File: config.mk
export PLATFORM = sky130hd
export DESIGN_NAME = nn_weight_update_seq_flat
export DESIGN_NICKNAME = d
export VERILOG_FILES = /design/src/rtl/nn_weight_update_seq_if.sv /design/src/rtl/nn_weight_update_seq.sv /design/src/flat_wrapper.sv
export SDC_FILE = /design/constraint.sdc
export NUM_CORES = 1
export LEC_CHECK = 0
export ABC_AREA = 1
export CORE_MARGIN = 10
export CORE_UTILIZATION = 45
export DETAILED_ROUTE_END_ITERATION = 8
export GPL_ROUTABILITY_DRIVEN = 0
export PLACE_DENSITY_LB_ADDON = 0.2
export SLEW_MARGIN = 20
export SYNTH_ARGS = -nofsm -noshare
export SYNTH_HDL_FRONTEND = slang
export SYNTH_SLANG_ARGS = --single-unit
File: constraint.sdc
create_clock -name CLK -period 5 [get_ports CLK]
set_input_delay 0.5 -clock CLK [delete_from_list [all_inputs] [get_ports CLK]]
set_output_delay 0.5 -clock CLK [all_outputs]
set_load 0.005 [all_outputs]
File: src/rtl/nn_weight_update_seq_if.sv
// Update / load / read / status bus of the weight-update sequencer.
// The slave modport is the sequencer side; the master modport is the requester side.
interface nn_weight_update_seq_if #(
  parameter int Nbase = 8,
  parameter int Narg  = 16,
  parameter int IDXW  = 4
);
  logic              upd_valid;
  logic              upd_ready;
  logic [IDXW-1:0]   upd_idx;
  logic [Narg-1:0]   upd_arg;
  logic [7:0]        upd_rate;
  logic              upd_op;
  logic              ld_en;
  logic [IDXW-1:0]   ld_idx;
  logic [Nbase-1:0]  ld_data;
  logic [IDXW-1:0]   rd_idx;
  logic [Nbase-1:0]  rd_data;
  logic              upd_done;
  logic [IDXW-1:0]   upd_done_idx;
  logic              upd_sat;
  logic [15:0]       sat_count;

  modport slave (
    input  upd_valid, upd_idx, upd_arg, upd_rate, upd_op,
    input  ld_en, ld_idx, ld_data, rd_idx,
    output upd_ready, rd_data, upd_done, upd_done_idx, upd_sat, sat_count
  );

  modport master (
    output upd_valid, upd_idx, upd_arg, upd_rate, upd_op,
    output ld_en, ld_idx, ld_data, rd_idx,
    input  upd_ready, rd_data, upd_done, upd_done_idx, upd_sat, sat_count
  );
endinterface

File: src/rtl/nn_weight_update_seq.sv
// Bank of NW unsigned weights updated by rate-scaled saturating add/subtract.
// One request per cycle: accepted into a stage register, written back at the next edge.
module nn_weight_update_seq #(
  parameter int Nbase = 8,
  parameter int Narg  = 16,
  parameter int NW    = 16,
  parameter int IDXW  = (NW > 1) ? $clog2(NW) : 1,
  parameter logic [Nbase-1:0] INIT_VAL = {1'b1, {(Nbase-1){1'b0}}}
) (
  input  logic CLK,
  input  logic RST,
  nn_weight_update_seq_if.slave bus
);

  // Scaled argument is compared at the wider of the two widths so the clamp works either way round.
  localparam int SW = (Narg > Nbase) ? Narg : Nbase;
  localparam logic [SW-1:0] MAXS = SW'({Nbase{1'b1}});

  logic [Nbase-1:0] bank [NW];

  logic             rdy_q;
  logic             upd_ready;

  logic             vld_p0;
  logic [IDXW-1:0]  idx_p0;
  logic [Narg-1:0]  arg_p0;
  logic [7:0]       rate_p0;
  logic             op_p0;

  logic             done_p1;
  logic [IDXW-1:0]  done_idx_p1;
  logic             sat_p1;
  logic [15:0]      sat_cnt_p1;
  logic [Nbase-1:0] rd_p1;

  logic             upd_ok;
  logic             ld_ok;
  logic             rd_ok;
  logic             ld_hit;
  logic             wb_en;
  logic             wb_sat;
  logic [Nbase-1:0] w_cur;
  logic [Nbase:0]   sc_s;
  logic [Nbase:0]   res_s;

  // Right-shift by rate, then clamp to the weight range; MSB of the result flags the clamp.
  function automatic logic [Nbase:0] scale_clamp(input logic [Narg-1:0] arg,
                                                 input logic [7:0] rate);
    logic [SW-1:0] sc;
    sc = (int'(rate) >= Narg) ? '0 : SW'(arg >> rate);
    if (sc > MAXS) return {1'b1, {Nbase{1'b1}}};
    return {1'b0, sc[Nbase-1:0]};
  endfunction

  // Saturating add (op=0) or subtract (op=1); MSB of the result flags a clamp.
  function automatic logic [Nbase:0] addsub_sat(input logic [Nbase-1:0] w,
                                                input logic [Nbase-1:0] s,
                                                input logic op);
    logic [Nbase:0] sum;
    if (!op) begin
      sum = {1'b0, w} + {1'b0, s};
      if (sum[Nbase]) return {1'b1, {Nbase{1'b1}}};
      return sum;
    end
    if (s > w) return {1'b1, {Nbase{1'b0}}};
    return {1'b0, w - s};
  endfunction

  // A load in the same cycle blocks acceptance so the requester sees a clean stall.
  assign upd_ready        = rdy_q & ~bus.ld_en;
  assign bus.upd_ready    = upd_ready;
  assign bus.rd_data      = rd_p1;
  assign bus.upd_done     = done_p1;
  assign bus.upd_done_idx = done_idx_p1;
  assign bus.upd_sat      = sat_p1;
  assign bus.sat_count    = sat_cnt_p1;

  // Stage 2: compute the new weight from the stage register and the live bank contents.
  always_comb begin
    upd_ok = vld_p0 && (int'(idx_p0) < NW);
    ld_ok  = bus.ld_en && (int'(bus.ld_idx) < NW);
    rd_ok  = int'(bus.rd_idx) < NW;
    w_cur  = upd_ok ? bank[idx_p0] : '0;
    sc_s   = scale_clamp(arg_p0, rate_p0);
    res_s  = addsub_sat(w_cur, sc_s[Nbase-1:0], op_p0);
    ld_hit = ld_ok && upd_ok && (bus.ld_idx == idx_p0);
    wb_en  = upd_ok && !ld_hit;
    wb_sat = wb_en && (sc_s[Nbase] | res_s[Nbase]);
  end

  // ---- stage 0 -> 1: acceptance control (ready and stage valid) ----
  always_ff @(posedge CLK) begin
    if (RST) begin
      rdy_q  <= 1'b0;
      vld_p0 <= 1'b0;
    end else begin
      rdy_q  <= 1'b1;
      vld_p0 <= bus.upd_valid && upd_ready;
    end
  end

  // Capture the request payload on acceptance; payload needs no reset since vld_p0 qualifies it.
  always_ff @(posedge CLK) begin
    if (bus.upd_valid && upd_ready) begin
      idx_p0  <= bus.upd_idx;
      arg_p0  <= bus.upd_arg;
      rate_p0 <= bus.upd_rate;
      op_p0   <= bus.upd_op;
    end
  end

  // ---- stage 1 -> 2: bank writeback; a load to the same index overrides the update ----
  always_ff @(posedge CLK) begin
    if (RST) begin
      for (int i = 0; i < NW; i++) bank[i] <= INIT_VAL;
    end else begin
      if (wb_en) bank[idx_p0] <= res_s[Nbase-1:0];
      if (ld_ok) bank[bus.ld_idx] <= bus.ld_data;
    end
  end

  // Writeback status, saturation counter and registered read port.
  always_ff @(posedge CLK) begin
    if (RST) begin
      done_p1     <= 1'b0;
      done_idx_p1 <= '0;
      sat_p1      <= 1'b0;
      sat_cnt_p1  <= '0;
      rd_p1       <= '0;
    end else begin
      done_p1 <= upd_ok;
      sat_p1  <= wb_sat;
      if (upd_ok) done_idx_p1 <= idx_p0;
      if (wb_sat && (sat_cnt_p1 != 16'hFFFF)) sat_cnt_p1 <= sat_cnt_p1 + 16'd1;
      rd_p1 <= rd_ok ? bank[bus.rd_idx] : '0;
    end
  end

endmodule

File: src/flat_wrapper.sv
// flat-port wrapper written by rule: the top's interface ports become plain ports
module nn_weight_update_seq_flat 
#(
  parameter int Nbase = 8,
  parameter int Narg  = 16,
  parameter int NW    = 16,
  parameter int IDXW  = (NW > 1) ? $clog2(NW) : 1,
  parameter logic [Nbase-1:0] INIT_VAL = {1'b1, {(Nbase-1){1'b0}}}
)
  (CLK, RST, bus_upd_valid, bus_upd_idx, bus_upd_arg, bus_upd_rate, bus_upd_op, bus_ld_en, bus_ld_idx, bus_ld_data, bus_rd_idx, bus_upd_ready, bus_rd_data, bus_upd_done, bus_upd_done_idx, bus_upd_sat, bus_sat_count);
  nn_weight_update_seq_if #(.Nbase(Nbase), .Narg(Narg), .IDXW(IDXW)) bus_i ();
  input  logic CLK;
  input  logic RST;
  input wire logic [$bits(bus_i.upd_valid)-1:0] bus_upd_valid;
  input wire logic [$bits(bus_i.upd_idx)-1:0] bus_upd_idx;
  input wire logic [$bits(bus_i.upd_arg)-1:0] bus_upd_arg;
  input wire logic [$bits(bus_i.upd_rate)-1:0] bus_upd_rate;
  input wire logic [$bits(bus_i.upd_op)-1:0] bus_upd_op;
  input wire logic [$bits(bus_i.ld_en)-1:0] bus_ld_en;
  input wire logic [$bits(bus_i.ld_idx)-1:0] bus_ld_idx;
  input wire logic [$bits(bus_i.ld_data)-1:0] bus_ld_data;
  input wire logic [$bits(bus_i.rd_idx)-1:0] bus_rd_idx;
  output wire logic [$bits(bus_i.upd_ready)-1:0] bus_upd_ready;
  output wire logic [$bits(bus_i.rd_data)-1:0] bus_rd_data;
  output wire logic [$bits(bus_i.upd_done)-1:0] bus_upd_done;
  output wire logic [$bits(bus_i.upd_done_idx)-1:0] bus_upd_done_idx;
  output wire logic [$bits(bus_i.upd_sat)-1:0] bus_upd_sat;
  output wire logic [$bits(bus_i.sat_count)-1:0] bus_sat_count;
  assign bus_i.upd_valid = bus_upd_valid;
  assign bus_i.upd_idx = bus_upd_idx;
  assign bus_i.upd_arg = bus_upd_arg;
  assign bus_i.upd_rate = bus_upd_rate;
  assign bus_i.upd_op = bus_upd_op;
  assign bus_i.ld_en = bus_ld_en;
  assign bus_i.ld_idx = bus_ld_idx;
  assign bus_i.ld_data = bus_ld_data;
  assign bus_i.rd_idx = bus_rd_idx;
  assign bus_upd_ready = bus_i.upd_ready;
  assign bus_rd_data = bus_i.rd_data;
  assign bus_upd_done = bus_i.upd_done;
  assign bus_upd_done_idx = bus_i.upd_done_idx;
  assign bus_upd_sat = bus_i.upd_sat;
  assign bus_sat_count = bus_i.sat_count;
  nn_weight_update_seq #(.Nbase(Nbase), .Narg(Narg), .NW(NW), .IDXW(IDXW), .INIT_VAL(INIT_VAL)) u_core (.CLK(CLK), .RST(RST), .bus(bus_i));
endmodule
# Word level (Yosys, flattened, before mapping)
# Memories as Yosys holds them, arrays and structs flattened. A register that Yosys moved wholly into a read port is not among the register bits.
# Index checks and enable logic that the tools add are counted.
# W data, S select, Z words.
[totals]
regBits = 53
latch_bits = 0
ramBits = 128
romBits = 0
in_bits = 49
out_inout_bits = 31
mem_count = 1
[op_classes]
add_sub_neg = 3
mul = 0
div = 0
order_cmp = 3
eq_ne = 2
shifts = 1
mux = 31
bitwise_logic = 3
n_reduce_logical = 9
[mem_list]
columns = ["name", "depth", "width", "read_ports", "rd_clocked_by_memory_dff", "wr", "line", "source"]
rows = [
  ["u_core.bank", 16, 8, 2, 2, 16, "nn_weight_update_seq.sv:19", "logic [Nbase-1:0] bank [NW];"],
]
[ops]
columns = ["cell", "count"]
rows = [
  ["$mux W9", 8],
  ["$mux W8", 3],
  ["$add A16 B1 Y16 const B", 1],
  ["$gt A16 B8 Y1 const B", 1],
  ["$mux W1", 16],
  ["$mux W16", 1],
  ["$ne A16 B16 Y1 const B", 1],
  ["$reduce_or A8 Y1", 2],
  ["$shr A16 B8 Y16", 1],
  ["$mux W4", 3],
  ["$add A8 B8 Y9", 1],
  ["$ge A8 B5 Y1 const B", 1],
  ["$gt A8 B8 Y1", 1],
  ["$sub A8 B8 Y8", 1],
  ["$logic_and A1 B1 Y1", 6],
  ["$eq A4 B4 Y1", 1],
  ["$and A1 B1 Y1", 1],
  ["$logic_not A1 Y1", 1],
  ["$not A1 Y1", 1],
  ["$or A1 B1 Y1", 1],
]

# Logic depth before layout (Yosys ltp)
# Gate-level depths: netlist of the first run.
[depth]
depth_word = 16
mapped_depth = 27
depth_no_buf = 27

# Least setup slack after synthesis of the first run
# OpenSTA, ideal clock, no wires.
[synth_path]
path_kind = "reg2reg"
from = "register u_core.rate_p0[0]"
to = "memory u_core.bank[3][6] (data pin)"
setup_time_ns = 0.267
t_arrival_ns = 3.218
required_time_ns = 4.733
slack_ns = 1.515
path_stages_with_launch = 23
path_buffers = 2
synth_period_minus_slack_ns = 3.485
cell_sequence = "edfxtp_1 inv_2 buf_1 o21ai_0 o21ai_0 nand2_1 a31oi_1 o21ai_0 ha_1 fa_1 nand2_1 nand2_1 nand2_1 nand2_1 nand4_1 o311ai_4 nand2_4 inv_1 nor2_1 o21ai_2 buf_2 nand2_1 o21ai_0"
[synth_lines]
columns = ["item", "line", "source"]
rows = [
  ["start: declaration", "nn_weight_update_seq.sv:27", "logic [7:0] rate_p0;"],
  ["start signal: assignment", "nn_weight_update_seq.sv:107", "rate_p0 <= bus.upd_rate;"],
  ["end: declaration", "nn_weight_update_seq.sv:19", ""],
]

==> results of run 1 <==
-- cell usage in the layout, fill, tap and decap left out, types with 3 or more instances in the layout --
cell type	instances
o21ai_2	4
clkdlybuf4s50_1	77
nor3_1	7
dfxtp_1	34
a31oi_1	4
nand2_2	9
o211ai_1	65
nand4_1	35
xnor2_1	7
nand3_2	5
edfxtp_1	157
buf_12	3
inv_6	5
clkinv_1	6
nor2_1	98
a221oi_1	3
clkbuf_16	17
nand3_1	121
o21ai_1	9
a22o_1	16
xor2_1	13
nand2_1	319
nand2_4	4
a21oi_1	121
inv_2	9
inv_1	150
a21oi_2	9
o21ai_0	202
nor2_2	7
inv_8	3
ha_1	18
buf_4	22
-- cell type report --
class / count / share of cell area (%)
clock buffers: 18 / 3.118
multi-input cells: 1093 / 41.23
flip-flops and latches: 193 / 39.51
well taps: 341 / 3.100
clock inverters: 14 / 1.209
inverters: 165 / 4.519
repair buffers: 104 / 7.310
-- worst paths after layout --
path,cells past startpoint,end,slack [ns],startpoint
max reg2reg,15,u_core.bank[8][5],0.62,flip-flop
max,15,u_core.bank[8][5],0.62,flip-flop
min reg2reg,2,u_core.bus.sat_count[15],0.50,u_core.bus.sat_count[15]
min,2,u_core.bus.sat_count[15],0.50,u_core.bus.sat_count[15]
-- per-layer routing --
metal | GRT usage, % | vias to the layer above | routed length (um)
li1 | - | 5401 | -
met4 | 10.19 | 0 | 1569
met3 | 4.962 | 96 | 3759
met1 | 29.93 | 5345 | 16120
met2 | 37.13 | 620 | 18230
met5 | 0 | - | 0
-- sequential cells by signal, summed over array words and instances, names as in the netlist, named ones only --
| signal | cells |
|---|---|
| u_core.rate_p0 | 8 |
| u_core.idx_p0 | 4 |
| u_core.arg_p0 | 16 |
| u_core.bus.upd_done_idx | 4 |
| u_core.bus.rd_data | 8 |
| u_core.bus.sat_count | 16 |
| u_core.bank | 128 |
| u_core.bus.upd_sat | 1 |
| u_core.upd_ok | 1 |
| u_core.bus.upd_done | 1 |
| u_core.rdy_q | 1 |
| u_core.op_p0 | 1 |
-- worst reg2reg max path, stage by stage (launching register included) --
cell,delay (ns)
dfxtp_2,0.61
buf_4,0.39
o21ai_0,0.23
o21ai_0,0.15
o211ai_1,0.13
a21oi_1,0.54
ha_1,0.35
o31ai_1,0.50
nand2_1,0.11
nand2_1,0.08
a21oi_1,0.07
xor2_1,0.16
o21ai_2,0.47
buf_4,0.29
nand2_1,0.07
nand2_1,0.09
-- logic make-up after synthesis --
| kind of cell | share of synthesized area, % |
|---|---|
| AOI/OAI and AO/OA | 21.14 |
| xor gates and xnor gates | 1.445 |
| adders and majority gates | 2.188 |
| buffers and inverters | 8.369 |
| DFF | 44.83 |
| muxes | 0.08256 |
| and+or+nand+nor | 21.95 |
-- report_power, final --
part           leakage (nW)  switching (mW)  internal [mW]  total, mW
combinational          3.08           0.332          0.152      0.484
clock                 0.290           0.670          0.756       1.43
sequential             1.82          0.0340           1.80       1.83
==> results.sh, run 1 <==
export IMPL_status="finished clean"
export IMPL_cts_buffers=17
export IMPL_grt_pass1_wl_um=61050
export IMPL_synth_edf_count=157
export IMPL_fillCellCount=2556
export IMPL_setup_viol=0
export IMPL_ir_worst_vdd_uv=186.8
export IMPL_leakage_nw=5.185
export IMPL_cts_resized=0
export IMPL_required_ns=5.31
export IMPL_final_nets=1643
export IMPL_skew_ns=0.01683
export IMPL_cpLargestDelayFamily="compound AO/OA/AOI/OAI gates"
export IMPL_cts_setup_buffers=0
export IMPL_synth_common_cells="nand2_1 (319), o21ai_0 (202), edfxtp_1 (157), inv_1 (150)"
export IMPL_max_freq_mhz=228.3
export IMPL_first_pass_iters=6
export IMPL_grt_usage_pct=23.31
export IMPL_drc=0
export IMPL_drive_gt1_share_pct=7.057
export IMPL_slowest_stage="dfxtp_2"
export IMPL_wl_per_cell_um=20.58
export IMPL_cpMostUsedCell="nand2_1"
export IMPL_slew_headroom_pct=29.52
export IMPL_rsz0062_at_grt="no"
export IMPL_post_dp_hpwl_um=28500
export IMPL_antenna_found_initial=0
export IMPL_root_buffer="clkbuf_16"
export IMPL_initial_core_util_pct=45.37
export IMPL_final_util_pct=51.49
export IMPL_slowest_delay_ns=0.61
export IMPL_syn_to_final_growth_pct=13.51
export IMPL_first_iter_violations=1475
export IMPL_dieArea_um2=33910
export IMPL_finalMaxSlewViolations=0
export IMPL_layout_cells_non_filler=1928
export IMPL_ys_ff_latch=193
export IMPL_postLayoutSetupSlackWorst_ns=0.6196
export IMPL_synth_area_um2=12120
export IMPL_cp_num_buf_inv=2
export IMPL_cp_start_kind="flip-flop"
export IMPL_synth_most_common_cell="nand2_1"
export IMPL_viasPerCell=5.945
export IMPL_route_antenna_remaining_nets=0
export IMPL_setup_tns_ns=0
export IMPL_end_kind="flip-flop"
export IMPL_place_inst=1896
export IMPL_synth_nets=1609
export IMPL_path_cells="buf_4 -> o21ai_0 -> o21ai_0 -> o211ai_1 -> a21oi_1 -> ha_1 -> o31ai_1 -> nand2_1 -> nand2_1 -> a21oi_1 -> xor2_1 -> o21ai_2 -> buf_4 -> nand2_1 -> nand2_1"
export IMPL_grt_pass1_vias=10710
export IMPL_cts_clk_slew_worst_paths_ns=0.08
export IMPL_clock_sinks=193
export IMPL_ys_seq_area_share_pct=44.83
export IMPL_arrival_ns=4.69
export IMPL_finalPower_mw=3.739
export IMPL_holdWs_ns=0.4974
export IMPL_ios=80
export IMPL_dpl_cell_area_um2=13170
export IMPL_multiInputGateArea_um2=5674
export IMPL_num_antenna_cells=0
export IMPL_finalInstanceArea_um2=13760
export IMPL_ctsHoldBuffers=0
export IMPL_hold_class="reg -> reg"
export IMPL_netlist_instances=1540
export IMPL_clk_insertion_delay_late_ns=0.45
export IMPL_die_y_um=184.1
export IMPL_synth_cell_types=45
export IMPL_overflow=0
export IMPL_ff_latch_area_um2=5438
export IMPL_dp_slack_ns=0.7902
export IMPL_yosys_top_cells_area="edfxtp_1 (39%), nand2_1 (9.9%), o21ai_0 (8.3%)"
export IMPL_synth_top_area_cell="edfxtp_1"
export IMPL_ys_warn_count=0
export IMPL_core_um2=26730
export IMPL_yosysTopAreaCellShare_pct=38.89
export IMPL_rows=60
export IMPL_min_period_over_period_pct=87.61
export IMPL_ys_async_sr_fraction_pct=0
export IMPL_htree_levels=4
export IMPL_avgSynthCellArea_um2=7.873
export IMPL_hold_violations=0
export IMPL_cts_tree="done"
export IMPL_cts_buffer_depth=2
export IMPL_wl_um=39680
export IMPL_portBuffers=79
export IMPL_drv_cap=0
export IMPL_grt_max_degree=66
export IMPL_tightest_slew_ns=1.054
export IMPL_num_vias=11460
export IMPL_post_route_min_period_ns=4.380
export IMPL_cp_max_fo=29
export IMPL_pwr_density_cell_nw_per_um2=271.7
export IMPL_synth_ff_type="edfxtp_1"
export IMPL_crit_type="reg -> reg"
export IMPL_die_x_um=184.1
Power figures use the tool's default switching activity.
==> inputs of run 2 (changes only) <==
==> constraint.sdc (replaced) <==
create_clock -name CLK -period 5 [get_ports CLK]
set_input_delay 0.5 -clock CLK [delete_from_list [all_inputs] [get_ports CLK]]
set_output_delay 0.5 -clock CLK [all_outputs]
set_load 0.02 [all_outputs]
==> results of run 2 <==
The final DEF is identical to that of run 1. Status: finished clean.
Main changes from that run: total power 3.739 mW -> 3.748 mW
==> inputs of run 3 (changes only) <==
--- a/config.mk
+++ b/config.mk
@@ -6,6 +6,7 @@
 export NUM_CORES = 1
 export LEC_CHECK = 0
 export ABC_AREA = 1
+export CORE_ASPECT_RATIO = 0.75
 export CORE_MARGIN = 10
 export CORE_UTILIZATION = 45
 export DETAILED_ROUTE_END_ITERATION = 8
==> run 3 against run 2 <==
Against the previous run: clock-buffer cell count up 1; first-iteration DRC count up 26%; critical endpoint is now u_core.bank[8][6]; combinational power up 2%; critical path type unchanged; core utilization up 0.89 points.
==> results.sh, run 3 (synthesis gave the netlist of run 1 again) <==
export IMPL_cts_tree="done"
export IMPL_hold_violations=0
export IMPL_skew_ns=0.007918
export IMPL_clk_insertion_delay_late_ns=0.45
export IMPL_route_antenna_remaining_nets=0
export IMPL_slowest_delay_ns=0.74
export IMPL_drive_gt1_share_pct=7.300
export IMPL_postLayoutSetupSlackWorst_ns=0.4099
export IMPL_drv_cap=0
export IMPL_first_iter_violations=1855
export IMPL_grt_pass1_wl_um=63780
export IMPL_rsz0062_at_grt="no"
export IMPL_cts_clk_slew_worst_paths_ns=0.07
export IMPL_syn_to_final_growth_pct=13.32
export IMPL_end_kind="flip-flop"
export IMPL_overflow=0
export IMPL_root_buffer="clkbuf_16"
export IMPL_tightest_slew_ns=1.170
export IMPL_required_ns=5.26
export IMPL_arrival_ns=4.85
export IMPL_hold_end="u_core.bus.sat_count[15]"
export IMPL_final_common_cell="nand2_1"
export IMPL_core_um2=26230
export IMPL_clock_sinks=193
export IMPL_cp_num_buf_inv=2
export IMPL_dieArea_um2=33980
export IMPL_htree_levels=4
export IMPL_grt_max_degree=67
export IMPL_setup_viol=0
export IMPL_registers_top_by_ff_count="u_core.bank"
export IMPL_ir_worst_vdd_uv=259.2
export IMPL_antenna_found_initial=0
export IMPL_cts_resized=0
export IMPL_slew_headroom_pct=21.74
export IMPL_dpl_cell_area_um2=13160
export IMPL_min_period_over_period_pct=91.80
export IMPL_path_cells="clkinv_1 -> nand3_1 -> nand2_1 -> nor2_1 -> nand3_2 -> nand2_4 -> o21ai_0 -> ha_1 -> fa_1 -> nand2_1 -> nand2_1 -> nand2_1 -> nand2_1 -> nand2_1 -> nand2_1 -> a21oi_1 -> o21ai_0 -> a21oi_1 -> nor2_1 -> o21ai_2 -> buf_4 -> nand2_1 -> o21ai_0"
export IMPL_grt_pass1_vias=10510
export IMPL_fillCellCount=2509
export IMPL_rows=51
export IMPL_drc=0
export IMPL_status="finished clean"
export IMPL_cpMostUsedCell="nand2_1"
export IMPL_wl_per_cell_um=22.10
export IMPL_pwr_density_cell_nw_per_um2=271.2
export IMPL_cpLargestDelayFamily="simple AND/OR/NAND/NOR gates"
export IMPL_cp_max_fo=19
export IMPL_crit_type="reg -> reg"
export IMPL_first_pass_iters=6
export IMPL_hold_class="reg -> reg"
export IMPL_portBuffers=79
export IMPL_hp_start="u_core.bus.sat_count[15]"
export IMPL_num_vias=11850
export IMPL_multiInputGateArea_um2=5674
export IMPL_grt_usage_pct=24.35
export IMPL_dp_slack_ns=0.6771
export IMPL_final_nets=1645
export IMPL_finalPower_mw=3.726
export IMPL_die_x_um=209.5
export IMPL_rr_startpoint="u_core.rate_p0[1]"
export IMPL_die_y_um=162.2
export IMPL_timing_rr_end="u_core.bank[8][6]"
export IMPL_setup_tns_ns=0
export IMPL_r2r_slack_ns=0.41
export IMPL_post_route_min_period_ns=4.590
export IMPL_largest_reg_flops=128
export IMPL_wl_um=42720
export IMPL_cts_buffers=17
export IMPL_max_freq_mhz=217.9
export IMPL_num_antenna_cells=0
export IMPL_finalInstanceArea_um2=13740
export IMPL_mostFrequentLayoutCells="nand2_1 (319), o21ai_0 (202), edfxtp_1 (157), inv_1 (150)"
export IMPL_initial_core_util_pct=46.23
export IMPL_cts_setup_buffers=0
export IMPL_cp_start_kind="flip-flop"
export IMPL_ff_latch_area_um2=5438
export IMPL_ios=80
export IMPL_post_dp_hpwl_um=30520
export IMPL_slowest_stage="edfxtp_1"
export IMPL_ctsHoldBuffers=0
export IMPL_cts_buffer_depth=2
export IMPL_leakage_nw=5.187
export IMPL_reg2reg_depth=23
export IMPL_whs_path_depth=2
export IMPL_viasPerCell=6.130
export IMPL_finalMaxSlewViolations=0
## run 3: cell count changes in the layout (fill, tap and decap cells not counted), moves of 2 or more
cell and change:
clkinv_4 +2, buf_4 +4, buf_12 -2, bufinv_16 -2
## run 3: worst max path at each step
| stage | start | to | slack (ns) | depth (start not counted) |
|---|---|---|---|---|
| after floorplan | u_core.rate_p0[0] | u_core.bank[3][6] | 1.52 | 22 |
| after global placement | u_core.rate_p0[1] | u_core.bank[10][7] | 0.69 | 21 |
| after detailed placement | u_core.rate_p0[1] | u_core.bank[10][7] | 0.68 | 21 |
| after CTS | u_core.rate_p0[1] | u_core.bank[7][6] | 0.63 | 23 |
| after global routing | u_core.rate_p0[1] | u_core.bank[4][6] | 0.12 | 23 |
| final | u_core.rate_p0[1] | u_core.bank[8][6] | 0.41 | 23 |
## run 3: area by class of cell
type / instances / share of cell area [%]
Sequential cell: 193 / 39.58
Tap cell: 344 / 3.133
Clock inverter: 13 / 0.8378
Timing Repair Buffer: 106 / 7.249
Clock buffer: 19 / 3.379
Multi-Input combinational cell: 1093 / 41.30
Inverter: 165 / 4.526
## run 3: metrics by stage
step           util [%]  hold WS (ns)  cells
6_report          52.39        0.4923   1933
5_1_grt           52.39        0.5151   1933
4_1_cts           52.39        0.4882   1933
3_5_place_dp      50.18        0.4753   1901
3_3_place_gp      50.18        0.4742   1901
2_1_floorplan         -        0.5461   1540
## run 3: metal layers
layer / vias to the layer above / track usage (%) / wire, um
met4: 0 / 6.591 / 979
li1: 5426 / - / -
met5: - / 0 / 0
met3: 86 / 10.20 / 6537
met1: 5533 / 33.73 / 17890
met2: 804 / 33.82 / 17310
## run 3: where the power goes
group	switching [mW]	leakage, nW	internal [mW]
combinational	0.354	3.08	0.150
clock	0.685	0.290	0.700
sequential	0.0420	1.82	1.80
## run 3: worst register-to-register path, stage by stage (launching register included)
cell and delay (ns):
edfxtp_1 0.74, clkinv_1 0.50, nand3_1 0.25, nand2_1 0.07, nor2_1 0.13, nand3_2 0.10
nand2_4 0.12, o21ai_0 0.15, ha_1 0.26, fa_1 0.39, nand2_1 0.11, nand2_1 0.06
nand2_1 0.10, nand2_1 0.10, nand2_1 0.12, nand2_1 0.06, a21oi_1 0.20, o21ai_0 0.11
a21oi_1 0.18, nor2_1 0.07, o21ai_2 0.05, buf_4 0.34, nand2_1 0.09, o21ai_0 0.11
